## src/rtl/ram_pkg.sv

```systemverilog
// Shared types and helpers for the parametrised synchronous single-port RAM.
package ram_pkg;

  typedef enum logic [0:0] {
    StIdle,
    StClear
  } ram_state_e;

  // Supported read-latency range
  localparam int unsigned RdLatMin = 1;
  localparam int unsigned RdLatMax = 2;

  function automatic int unsigned nbytes(input int unsigned width);
    return width / 8;
  endfunction

  function automatic bit rd_lat_legal(input int unsigned lat);
    return (lat >= RdLatMin) && (lat <= RdLatMax);
  endfunction

endpackage

```

## src/rtl/sp_ram_core.sv

```systemverilog
// Storage array: byte-enabled synchronous write port and a registered read port.
// The array itself is never reset; only the read register is.
module sp_ram_core
  import ram_pkg::*;
#(
  parameter int unsigned WIDTH     = 16,
  parameter int unsigned DEPTH     = 8,
  parameter int unsigned ADDR_SIZE = 3
) (
  input  logic                      clk_i,
  input  logic                      rst_ni,
  input  logic                      we_i,
  input  logic [nbytes(WIDTH)-1:0]  be_i,
  input  logic                      re_i,
  input  logic                      rzero_i,
  input  logic [ADDR_SIZE-1:0]      addr_i,
  input  logic [WIDTH-1:0]          wdata_i,
  output logic [WIDTH-1:0]          rdata_o
);

  localparam int unsigned NB = nbytes(WIDTH);

  logic [WIDTH-1:0] mem_q [DEPTH];
  logic [WIDTH-1:0] rdata_q;

  // Byte-lane write; callers guarantee addr_i < DEPTH whenever we_i is high
  always_ff @(posedge clk_i) begin
    if (we_i) begin
      for (int k = 0; k < NB; k++) begin
        if (be_i[k]) begin
          mem_q[addr_i][8*k +: 8] <= wdata_i[8*k +: 8];
        end
      end
    end
  end

  // Registered read; rzero_i substitutes zero for out-of-range reads
  always_ff @(posedge clk_i or negedge rst_ni) begin
    if (!rst_ni) begin
      rdata_q <= '0;
    end else if (re_i) begin
      rdata_q <= rzero_i ? '0 : mem_q[addr_i];
    end
  end

  assign rdata_o = rdata_q;

endmodule

```

## src/rtl/sp_ram_sync_param.sv

```systemverilog
// Parametrised synchronous single-port RAM with byte lanes, selectable read
// latency, address-range error pulse and a clear engine that sweeps all words.
module sp_ram_sync_param
  import ram_pkg::*;
#(
  parameter int unsigned      WIDTH     = 16,
  parameter int unsigned      DEPTH     = 8,
  parameter int unsigned      ADDR_SIZE = 3,
  parameter int unsigned      RD_LAT    = 1,
  parameter logic [WIDTH-1:0] CLR_VAL   = '0
) (
  input  logic                     clk,
  input  logic                     rst_n,
  input  logic                     en,
  input  logic                     we,
  input  logic [nbytes(WIDTH)-1:0] be,
  input  logic [ADDR_SIZE-1:0]     addr,
  input  logic [WIDTH-1:0]         din,
  input  logic                     clr,
  output logic [WIDTH-1:0]         dout,
  output logic                     dout_vld,
  output logic                     busy,
  output logic                     addr_err
);

  localparam int unsigned          NB      = nbytes(WIDTH);
  // One extra bit so DEPTH == 2**ADDR_SIZE is representable
  localparam logic [ADDR_SIZE:0]   DepthW  = (ADDR_SIZE+1)'(DEPTH);
  localparam logic [ADDR_SIZE-1:0] LastPtr = ADDR_SIZE'(DEPTH - 1);

  if (!rd_lat_legal(RD_LAT)) begin : g_rd_lat_check
    $error("sp_ram_sync_param: RD_LAT must be 1 or 2");
  end

  ram_state_e             state_q, state_d;
  logic [ADDR_SIZE-1:0]   clr_ptr_q, clr_ptr_d;

  logic                   in_range;
  logic                   user_acc;
  logic                   rd_req;
  logic                   core_we;
  logic [NB-1:0]          core_be;
  logic [ADDR_SIZE-1:0]   core_addr;
  logic [WIDTH-1:0]       core_wdata;
  logic [WIDTH-1:0]       core_rdata;
  logic                   vld1_q;
  logic                   err_q;

  // Next state, sweep pointer and the mux between the sweep and user ports
  always_comb begin
    in_range   = ({1'b0, addr} < DepthW);
    // clr wins over a same-cycle access
    user_acc   = (state_q == StIdle) && en && !clr;
    rd_req     = user_acc && !we;
    state_d    = state_q;
    clr_ptr_d  = clr_ptr_q;
    core_we    = 1'b0;
    core_be    = be;
    core_addr  = addr;
    core_wdata = din;
    unique case (state_q)
      StClear: begin
        core_we    = 1'b1;
        core_be    = '1;
        core_addr  = clr_ptr_q;
        core_wdata = CLR_VAL;
        // Compare against DEPTH-1 rather than relying on pointer wrap
        if (clr_ptr_q == LastPtr) begin
          state_d   = StIdle;
          clr_ptr_d = '0;
        end else begin
          clr_ptr_d = clr_ptr_q + 1'b1;
        end
      end
      StIdle: begin
        if (clr) begin
          state_d = StClear;
        end else begin
          core_we = en && we && in_range;
        end
      end
      default: state_d = StClear;
    endcase
  end

  // FSM state and sweep pointer; reset starts a full sweep
  always_ff @(posedge clk or negedge rst_n) begin
    if (!rst_n) begin
      state_q   <= StClear;
      clr_ptr_q <= '0;
    end else begin
      state_q   <= state_d;
      clr_ptr_q <= clr_ptr_d;
    end
  end

  sp_ram_core #(
    .WIDTH     (WIDTH),
    .DEPTH     (DEPTH),
    .ADDR_SIZE (ADDR_SIZE)
  ) u_core (
    .clk_i   (clk),
    .rst_ni  (rst_n),
    .we_i    (core_we),
    .be_i    (core_be),
    .re_i    (rd_req),
    .rzero_i (!in_range),
    .addr_i  (core_addr),
    .wdata_i (core_wdata),
    .rdata_o (core_rdata)
  );

  // First-stage valid and range-error pulses; not gated by state so
  // in-flight reads still complete during a sweep
  always_ff @(posedge clk or negedge rst_n) begin
    if (!rst_n) begin
      vld1_q <= 1'b0;
      err_q  <= 1'b0;
    end else begin
      vld1_q <= rd_req;
      err_q  <= user_acc && !in_range;
    end
  end

  if (RD_LAT == 2) begin : g_lat2
    logic [WIDTH-1:0] dout2_q;
    logic             vld2_q;

    // Extra output stage; holds the last delivered word
    always_ff @(posedge clk or negedge rst_n) begin
      if (!rst_n) begin
        dout2_q <= '0;
        vld2_q  <= 1'b0;
      end else begin
        vld2_q <= vld1_q;
        if (vld1_q) begin
          dout2_q <= core_rdata;
        end
      end
    end

    assign dout     = dout2_q;
    assign dout_vld = vld2_q;
  end else begin : g_lat1
    assign dout     = core_rdata;
    assign dout_vld = vld1_q;
  end

  assign busy     = (state_q == StClear);
  assign addr_err = err_q;

endmodule

```

## config.mk

```make
export PLATFORM = sky130hd
export DESIGN_NAME = sp_ram_sync_param
export DESIGN_NICKNAME = d
export VERILOG_FILES = /design/src/rtl/ram_pkg.sv /design/src/rtl/sp_ram_core.sv /design/src/rtl/sp_ram_sync_param.sv
export SDC_FILE = /design/constraint.sdc
export NUM_CORES = 1
export LEC_CHECK = 0
export CORE_UTILIZATION = 45
export DETAILED_ROUTE_END_ITERATION = 10
export PLACE_DENSITY = 0.72
export SLEW_MARGIN = 10
export SYNTH_ARGS = -nofsm -noshare
export SYNTH_HDL_FRONTEND = slang
export SYNTH_SLANG_ARGS = --single-unit
```

## constraint.sdc

```tcl
create_clock -name clk -period 2.9 [get_ports clk]
set_input_delay 0.725 -clock clk [delete_from_list [all_inputs] [get_ports clk]]
set_output_delay 0.725 -clock clk [all_outputs]
set_load 0.005 [all_outputs]
```

Word-level counts from Yosys, hierarchy flattened. Memory sizes are Yosys's and may differ from the RTL's. A register that Yosys moved wholly into a read port is not among the register bits. Index checks and enable logic that the tools add are counted.

Register bits: 5. Bits in latches: 0. Memory bits (writable): 128. Memory bits (read-only): 0. Input bits: 26. Output and inout port bits: 19. Word-level logic and storage cells: 29. Memories: 1.

Memories: u_core.mem_q (depth 8, width 16, read ports 1, clocked after memory_dff 1, wr ports 1, line sp_ram_core.sv:23) `logic [WIDTH-1:0] mem_q [DEPTH];`.

Add/sub/neg operators: 1. $mul: 0. Divide/modulo/power cells: 0. Order comparisons: 0. Eq/ne operators: 1. Shifts and indexed selects: 0. Multiplexer cells: 15. Bitwise operators: 1. Reductions and logical operators: 7.

Operators with widths (number): 2-to-1 mux 16 bit (1); 2-to-1 mux 1 bit (9); 2-to-1 mux 3 bit (2); logical AND 1 bit (4); case mux 1 bit (2 select lines) (2); adder 3 x 1 -> 3 bit, second input constant (1); equality test 3 bit, second input constant (1); zero test 1 bit (3); 2-to-1 mux 2 bit (1); NOT 1 bit (1).

Logic depth before layout (Yosys ltp). Gate-level depths: netlist of run 1.

Depth in word-level cells: 5. Gate-level depth with buffers: 8.

By module. From an unflattened synthesis of run 1, not the netlist that was laid out.

Cell total of the unflattened synthesis: 400. Area total of the unflattened synthesis: 6095.8 µm².

By module, submodules not included: sp_ram_core (times used 1, cells each 358, area each 5677.9 µm², seq. area each 4244.1 µm²); sp_ram_sync_param (times used 1, cells each 42, area each 417.9 µm², seq. area each 126.4 µm²).

Worst setup path after synthesis of run 1. OpenSTA, ideal clock, no wires.

Kind: register to register. Start point: register state_q, in the netlist busy. End point: memory u_core.mem_q[1][0], enable pin. Setup time: 0.370 ns. Data arrival time: 2.028 ns. Data required time: 2.530 ns. Slack: 0.502 ns. Stages on the path, launching flop included: 7. Path buffers: 3. Cells stage by stage: dfstp_2 buf_6 buf_4 mux2i_2 clkbuf_1 nand2_1 nor2_1.

Longest elaborated chain between the ends: 4.

RTL lines: from (decl) (line sp_ram_sync_param.sv:35) `ram_state_e state_q, state_d;`; from (signal assigned) (line sp_ram_sync_param.sv:89) `state_q <= StClear;`; from (signal assigned) (line sp_ram_sync_param.sv:92) `state_q <= state_d;`; NOT 1 bit / 2-to-1 mux 2 bit (equally long branches) (line sp_ram_sync_param.sv:61) `unique case (state_q)`; case mux 1 bit (2 select lines) / 2-to-1 mux 1 bit (equally long branches) (line sp_ram_sync_param.sv:61, sp_ram_core.sv:30); 2-to-1 mux 1 bit (line sp_ram_core.sv:28) `if (we_i) begin`; 2-to-1 mux 1 bit (not written as such) (line sp_ram_core.sv:31) `mem_q[addr_i][8*k +: 8] <= wdata_i[8*k +: 8];`; to (decl) (line sp_ram_core.sv:23).

Several ways; a longest one is shown, not always the timed one.

Worst setup path in the final report of run 1.
Start point: register state_q, in the netlist busy. End point: memory u_core.mem_q[1][7], enable pin.

Same word-level chain as after synthesis.

==> results of run 1 <==
-- registers in the layout, indices dropped and copies added (netlist names) --
signal and count:
u_core.mem_q 128, u_core.rdata_o 16, clr_ptr_q 3, busy 1, dout_vld 1
-- power breakdown --
group | internal (mW) | switching [mW] | leakage [nW]
Combinational | 1.31 | 2.02 | 0.995
Clock | 1.29 | 0.834 | 0.272
Sequential | 3.17 | 0.315 | 1.45
-- through the flow --
stage / setup slack (ps) / power [mW] / instances / area, um2
after global routing: 145 / 9.33 / 708 / 7580
after global placement: 205 / 6.69 / 676 / 7000
after CTS: 277 / 8.91 / 708 / 7580
after floorplan: 502 / 5.31 / 438 / 6130
after detailed placement: 110 / 6.79 / 676 / 7000
final: 234 / 8.94 / 708 / 7580
-- layer usage --
| metal | vias up | global-route usage (%) | part of all wire [%] |
|---|---|---|---|
| li1 | 1831 | - | - |
| met2 | 210 | 35.2 | 48 |
| met5 | - | 0 | 0 |
| met3 | 39 | 5.12 | 8.5 |
| met4 | 0 | 10.3 | 3.2 |
| met1 | 1986 | 29.7 | 41 |
-- worst max path at each step --
stage | startpoint | endpoint | slack [ps]
finish | busy | u_core.mem_q[1][7] | 230
global placement | addr[0] | u_core.rdata_o[7] | 210
detailed placement | addr[0] | u_core.rdata_o[5] | 110
CTS | busy | u_core.rdata_o[8] | 280
floorplan | busy | u_core.mem_q[1][0] | 500
global route | busy | u_core.rdata_o[8] | 150
-- cell type report --
| type | count | area [um2] | area share (%) |
|---|---|---|---|
| inverter | 6 | 22.5 | 0.297 |
| multi-input combinational | 259 | 1620 | 21.4 |
| timing repair buffer | 86 | 766 | 10.1 |
| sequential | 149 | 4370 | 57.7 |
| tap | 176 | 220 | 2.91 |
| clock inverter | 12 | 131 | 1.73 |
| clock buffer | 20 | 447 | 5.89 |
-- synth_stat cells, types with 7 or more instances --
cell type	instances
nand3_1	25
o32a_1	8
nor2b_1	18
nor2_1	39
mux2i_1	7
edfxtp_1	128
buf_2	11
clkbuf_1	9
a21oi_1	18
mux2_2	8
nand2_1	55
dfrtp_1	20
a221oi_1	13
o2bb2ai_1	7
-- cell families (layout without fill, tap and decap cells) --
kind of cell    Yosys count  count (layout)
compound gates           85              85
simple gates            148             148
fa+ha+maj                 2               2
mux                      23              23
other cells               1               1
buf+inv                  30             124
flops                   149             149
-- worst max-delay path: stages (launching register included) --
cell	delay [ps]
dfstp_2	860
buf_4	350
mux2i_2	310
buf_4	260
nand2_1	130
nor2_1	260
buf_4	200
==> key figures, run 1 <==
Outcome
  • Status: finished, final reports clean

Critical path
  • R2r setup slk: 230 ps
  • Worst Setup End Kind: register
  • Data arrival, critical path: 2800 ps
  • Worst EP required: 3030 ps
  • Worst reg-to-reg path cell count: 6
  • Reg2Reg Launch Point: busy
  • Critical path class: reg -> reg
  • CP max FO: 27
  • Critical R2R Capture: u_core.mem_q[1][7]
  • Startpoint Class: register

Yosys
  • Post-synthesis sequential area ratio: 71.2%
  • Synth unique cells: 44
  • Largest cells by area after synthesis: edfxtp_1 (63%), dfrtp_1 (8.2%), nand2_1 (3.4%)
  • Synth Flop Type: edfxtp_1
  • Yosys warnings: 0
  • Adder-Cell Fraction of Synth Area: 0.408%
  • Synth Cell Area: 6130 um2
  • EDFF count, synth: 128
  • Async set or reset register ratio after synthesis: 14.1%
  • XOR/XNOR Fraction of Synth Area: 0%
  • Syn Area/Cell: 14.0 um2
  • Yosys top cell area share: 62.7%
  • Compound-Gate Fraction of Synth Area: 10.6%
  • Syn_nets: 466
  • Main combinational cell family by area after synthesis: simple AND/OR/NAND/NOR gates
  • Mux contribution to synthesized area: 4.53%
  • Syn Inst Count: 438
  • Simple-Gate Fraction of Synth Area: 10.8%
  • #FFs+latches synth: 149
  • Synth area leader: edfxtp_1

GRT
  • All-Layer GR Usage: 22.4%
  • Largest net degree at the start of global routing: 28
  • Vias in the first global route: 4129
  • Initial antenna violation count: 0
  • First-pass GRT wire length: 23000 um
  • Overflow left after global routing: 0

Clock network
  • Worst-path clk slew: 60 ps
  • # clock sinks: 149
  • Root Buffer Master: clkbuf_16
  • Max Root-Sink Buffers: 2
  • CTS tree: done
  • H-tree Lvls: 4
  • Hold-fix buffers, CTS: 0
  • Clk_lat worst skew: 420 ps
  • Post-CTS resize count: 0
  • Setup Fix Bufs, Post-CTS: 0
  • TritonCTS buffer count: 17

Finish
  • Commonest non-fill, non-tap cells in the layout: edfxtp_1 (128), nand2_1 (55), clkdlybuf4s50_1 (43), buf_4 (42), nor2_1 (39)
  • Layout cells sized above 1: 17.9%
  • Post-Route Utilization: 57.0%
  • Final nets: 547
  • Ant diodes: 0
  • Commonest non-fill, non-tap cell in the layout: edfxtp_1
  • Synth-to-layout area growth: 23.6%
  • Layout fillers: 1020

Floorplanning
  • Die Width: 119 um
  • Cell row count: 42
  • Initial Util: 46.1%
  • Die Area: 14100 um2
  • IO Count: 45
  • Core Box Area: 13300 um2
  • Die Height: 119 um

STA
  • Maximum clock frequency: 375 MHz
  • RSZ-0062 raised after global routing: no
  • Hold WS: 505 ps
  • Fin Setup TNS: 0 ps
  • Setup Skew: 6.21 ps
  • Worst-Margin Slew: 823 ps
  • Final Setup Violations: 0
  • Slew Viols, Final: 0
  • Period utilization: 91.9%
  • Final hold violations: 0
  • Worst rel slew slack: 45.1%
  • Final Critical Period: 2670 ps

Route
  • Via-to-Cell Ratio: 5.74
  • Routed Antenna Nets: 0
  • Initial DRC count: 385
  • DR WL/cell: 21.2 um
  • DRC viols: 0
  • Vias: 4066
  • Final wirelength: 15000 um
  • Drt first pass iters: 6

Power and ir drop
  • Worst IR Drop VDD: 611 uV
  • Leakage: 2.72 nW
  • Cell Pwr Density: 1180 nW/um2

Worst hold path
  • Worst Hold Path EP: u_core.rdata_o[2]
  • Hold path start: u_core.rdata_o[2]
  • Hold crit path type: reg -> reg
  • WHS Path Cells: 2

Flow run
  • # Max-Cap Violations: 0

Placement
  • PortBufs: 43
  • GPL Wtd Cong: 0.842
  • Post-DP HPWL: 9690 um
No activity file was read; power rests on OpenSTA's default activity.
==> run 2, diff against run 1 <==
--- a/config.mk
+++ b/config.mk
@@ -11,4 +11,5 @@
 export SLEW_MARGIN = 10
 export SYNTH_ARGS = -nofsm -noshare
 export SYNTH_HDL_FRONTEND = slang
+export SYNTH_HIERARCHICAL = 1
 export SYNTH_SLANG_ARGS = --single-unit
==> key figures, run 2 <==
Outcome
  • Status: finished, final reports clean

Finish
  • Cell area after layout: 7420 um2 (-2.2%)
  • Storage cell area: 4370 um2 (unchanged)
  • Top reg by flops: u_core/mem_q
  • Layout fillers: 1059 (+3.8%)
  • Commonest non-fill, non-tap cell in the layout: edfxtp_1
  • Max reg flops: 128 (unchanged)
  • Synth-to-layout area growth: 21.7%
  • Final nets: 493 (-9.9%)
  • Area of the multi-input gates: 1480 um2 (-8.6%)
  • Ant diodes: 0 (unchanged)
  • Non-Filler Instances: 654 (-7.6%)
  • Post-Route Utilization: 56.0% (-1.0 points)
  • Commonest non-fill, non-tap cells in the layout: edfxtp_1 (128), clkdlybuf4s50_1 (43), buf_4 (32), nor2b_1 (25), inv_1 (22)
  • Layout cells sized above 1: 16.9% (-0.91 points)

Yosys
  • Synth Flop Type: edfxtp_1
  • Synth area leader: edfxtp_1
  • Post-synthesis sequential area ratio: 71.7% (+0.45 points)
  • Yosys warnings: 6 (+6)
  • Async set or reset register ratio after synthesis: 14.1% (unchanged)
  • #FFs+latches synth: 149 (unchanged)
  • Top cells by count, synth: edfxtp_1 (128), nor2b_1 (25), inv_1 (22)
  • Most frequent cell after synthesis: edfxtp_1
  • Synth unique cells: 39 (-11%)
  • Yosys top cell area share: 63.1% (+0.40 points)
  • Syn Inst Count: 400 (-8.7%)
  • Syn Area/Cell: 15.2 um2 (+8.8%)
  • Largest cells by area after synthesis: edfxtp_1 (63%), dfrtp_1 (8.2%), a221oi_1 (2.6%)
  • EDFF count, synth: 128 (unchanged)
  • Synth Cell Area: 6100 um2 (-0.63%)

Floorplanning
  • Die Area: 14000 um2 (-0.62%)
  • Die Width: 118 um (-0.31%)
  • Initial Util: 46.0% (-0.11 points)
  • Cell row count: 42 (unchanged)
  • Core Box Area: 13200 um2 (-0.40%)
  • IO Count: 45 (unchanged)
  • Die Height: 118 um (-0.31%)

Placement
  • Pre-CTS setup slack: -123 ps (-233 ps)
  • Placed inst area: 6830 um2 (-2.5%)
  • Placed Cells: 622 (-8.0%)
  • GPL Wtd Cong: 0.837 (-0.57%)
  • PortBufs: 43 (unchanged)
  • Post-DP HPWL: 8650 um (-11%)

GRT
  • All-Layer GR Usage: 20.8% (-1.6 points)
  • Initial antenna violation count: 0 (unchanged)
  • Overflow left after global routing: 0 (unchanged)
  • Vias in the first global route: 3953 (-4.3%)
  • Largest net degree at the start of global routing: 28 (unchanged)
  • First-pass GRT wire length: 21300 um (-7.4%)

Clock network
  • Setup Fix Bufs, Post-CTS: 0 (unchanged)
  • Max Root-Sink Buffers: 2 (unchanged)
  • H-tree Lvls: 4 (unchanged)
  • Post-CTS resize count: 0 (unchanged)
  • Clk_lat worst skew: 420 ps (about the same)
  • Hold-fix buffers, CTS: 0 (unchanged)
  • TritonCTS buffer count: 17 (unchanged)
  • Root Buffer Master: clkbuf_16
  • # clock sinks: 149 (unchanged)
  • CTS tree: done
  • Worst-path clk slew: 60 ps (about the same)

Route
  • Final wirelength: 13500 um (-10%)
  • Drt first pass iters: 5 (-1)
  • Via-to-Cell Ratio: 5.79 (+0.75%)
  • Initial DRC count: 342 (-11%)
  • DRC viols: 0 (unchanged)
  • Routed Antenna Nets: 0 (unchanged)
  • DR WL/cell: 20.6 um (-2.6%)
  • Vias: 3784 (-6.9%)

Power and ir drop
  • Cell Pwr Density: 1160 nW/um2 (-1.8%)
  • Leakage: 2.66 nW (-2.0%)
  • Worst IR Drop VDD: 573 uV (-6.3%)
  • Overall power: 8.59 mW (-3.9%)

STA
  • Fin Setup TNS: 0 ps (unchanged)
  • Maximum clock frequency: 366 MHz (-2.4%)
  • Worst-Margin Slew: 1150 ps (+323 ps)
  • Crit path setup slack, layout: 170 ps (-64.7 ps)
  • Hold WS: 538 ps (+33.4 ps)
  • Slew Viols, Final: 0 (unchanged)
  • Setup Skew: 8.78 ps (+2.57 ps)
  • Final Setup Violations: 0 (unchanged)
  • Final hold violations: 0 (unchanged)
  • Period utilization: 94.2% (+2.2 points)
  • Final Critical Period: 2730 ps (+64.7 ps)
  • Worst rel slew slack: 23.4% (-22 points)
  • RSZ-0062 raised after global routing: no

Critical path
  • Data arrival, critical path: 3060 ps (+260 ps)
  • Reg2Reg Launch Point: busy
  • Startpoint Class: input pin
  • Worst reg-to-reg path cell count: 5 (-1)
  • Critical R2R Capture: u_core/rdata_o[7]
  • Critical path class: in -> reg
  • CP max FO: 11 (-59%)
  • R2r setup slk: 240 ps (about the same)
  • Worst Setup End Kind: register
  • Worst EP required: 3230 ps (+200 ps)

Worst hold path
  • Hold path start: u_core/rdata_o[0]
  • WHS Path Cells: 2 (unchanged)
  • Hold crit path type: reg -> reg
  • Worst Hold Path EP: u_core/rdata_o[0]

Flow run
  • # Max-Cap Violations: 0 (unchanged)
## run 2: worst max path at each step
stage | startpoint | to | slack, ps | cells after the start
floorplan | busy | u_core/mem_q[0][0] | 290 | 7
global placement | addr[2] | u_core/rdata_o[7] | -50 | 7
detailed placement | addr[0] | u_core/rdata_o[7] | -120 | 6
CTS | addr[0] | u_core/rdata_o[7] | 250 | 6
global route | addr[0] | u_core/rdata_o[7] | 90 | 6
finish | addr[0] | u_core/rdata_o[7] | 170 | 6
## run 2: critical path: stages
cell and delay [ps]:
clkdlybuf4s50_1 390, mux2_2 320, nor2b_1 900, a221oi_1 270, o211a_1 290, o22ai_1 150
## run 2: power by group
group          switching (mW)  total [mW]  internal [mW]
Sequential              0.236        3.41           3.17
Clock                   0.827        2.17           1.35
Combinational            1.75        3.01           1.26
Total                    2.81        8.59           5.78
## run 2: metal layers
| layer | part of all wire, % | vias to the layer above | GRT usage (%) |
|---|---|---|---|
| li1 | - | 1686 | - |
| met1 | 40 | 1892 | 24.8 |
| met2 | 51 | 179 | 35.2 |
| met3 | 7.0 | 27 | 5.12 |
| met4 | 2.5 | 0 | 10.4 |
| met5 | 0 | - | 0 |
## run 2: cells by family (layout without fill, tap and decap cells)
group	after synthesis	count (layout)	synth area share, %
other	1	2	0.0615
buffers and inverters	52	129	4.04
AOI/OAI and AO/OA	91	91	11.7
DFF	149	149	71.7
and+or+nand+nor	84	84	7.96
adders and majority gates	2	2	0.410
muxes	21	21	4.15
## run 2: area by class of cell
class                   instances  area share, %
flip-flops and latches        149           58.9
repair buffers                 75           9.04
well taps                     176           2.97
clock buffers                  19           5.84
inverters                      22           1.11
clock inverters                13           2.11
multi-input cells             200           20.0
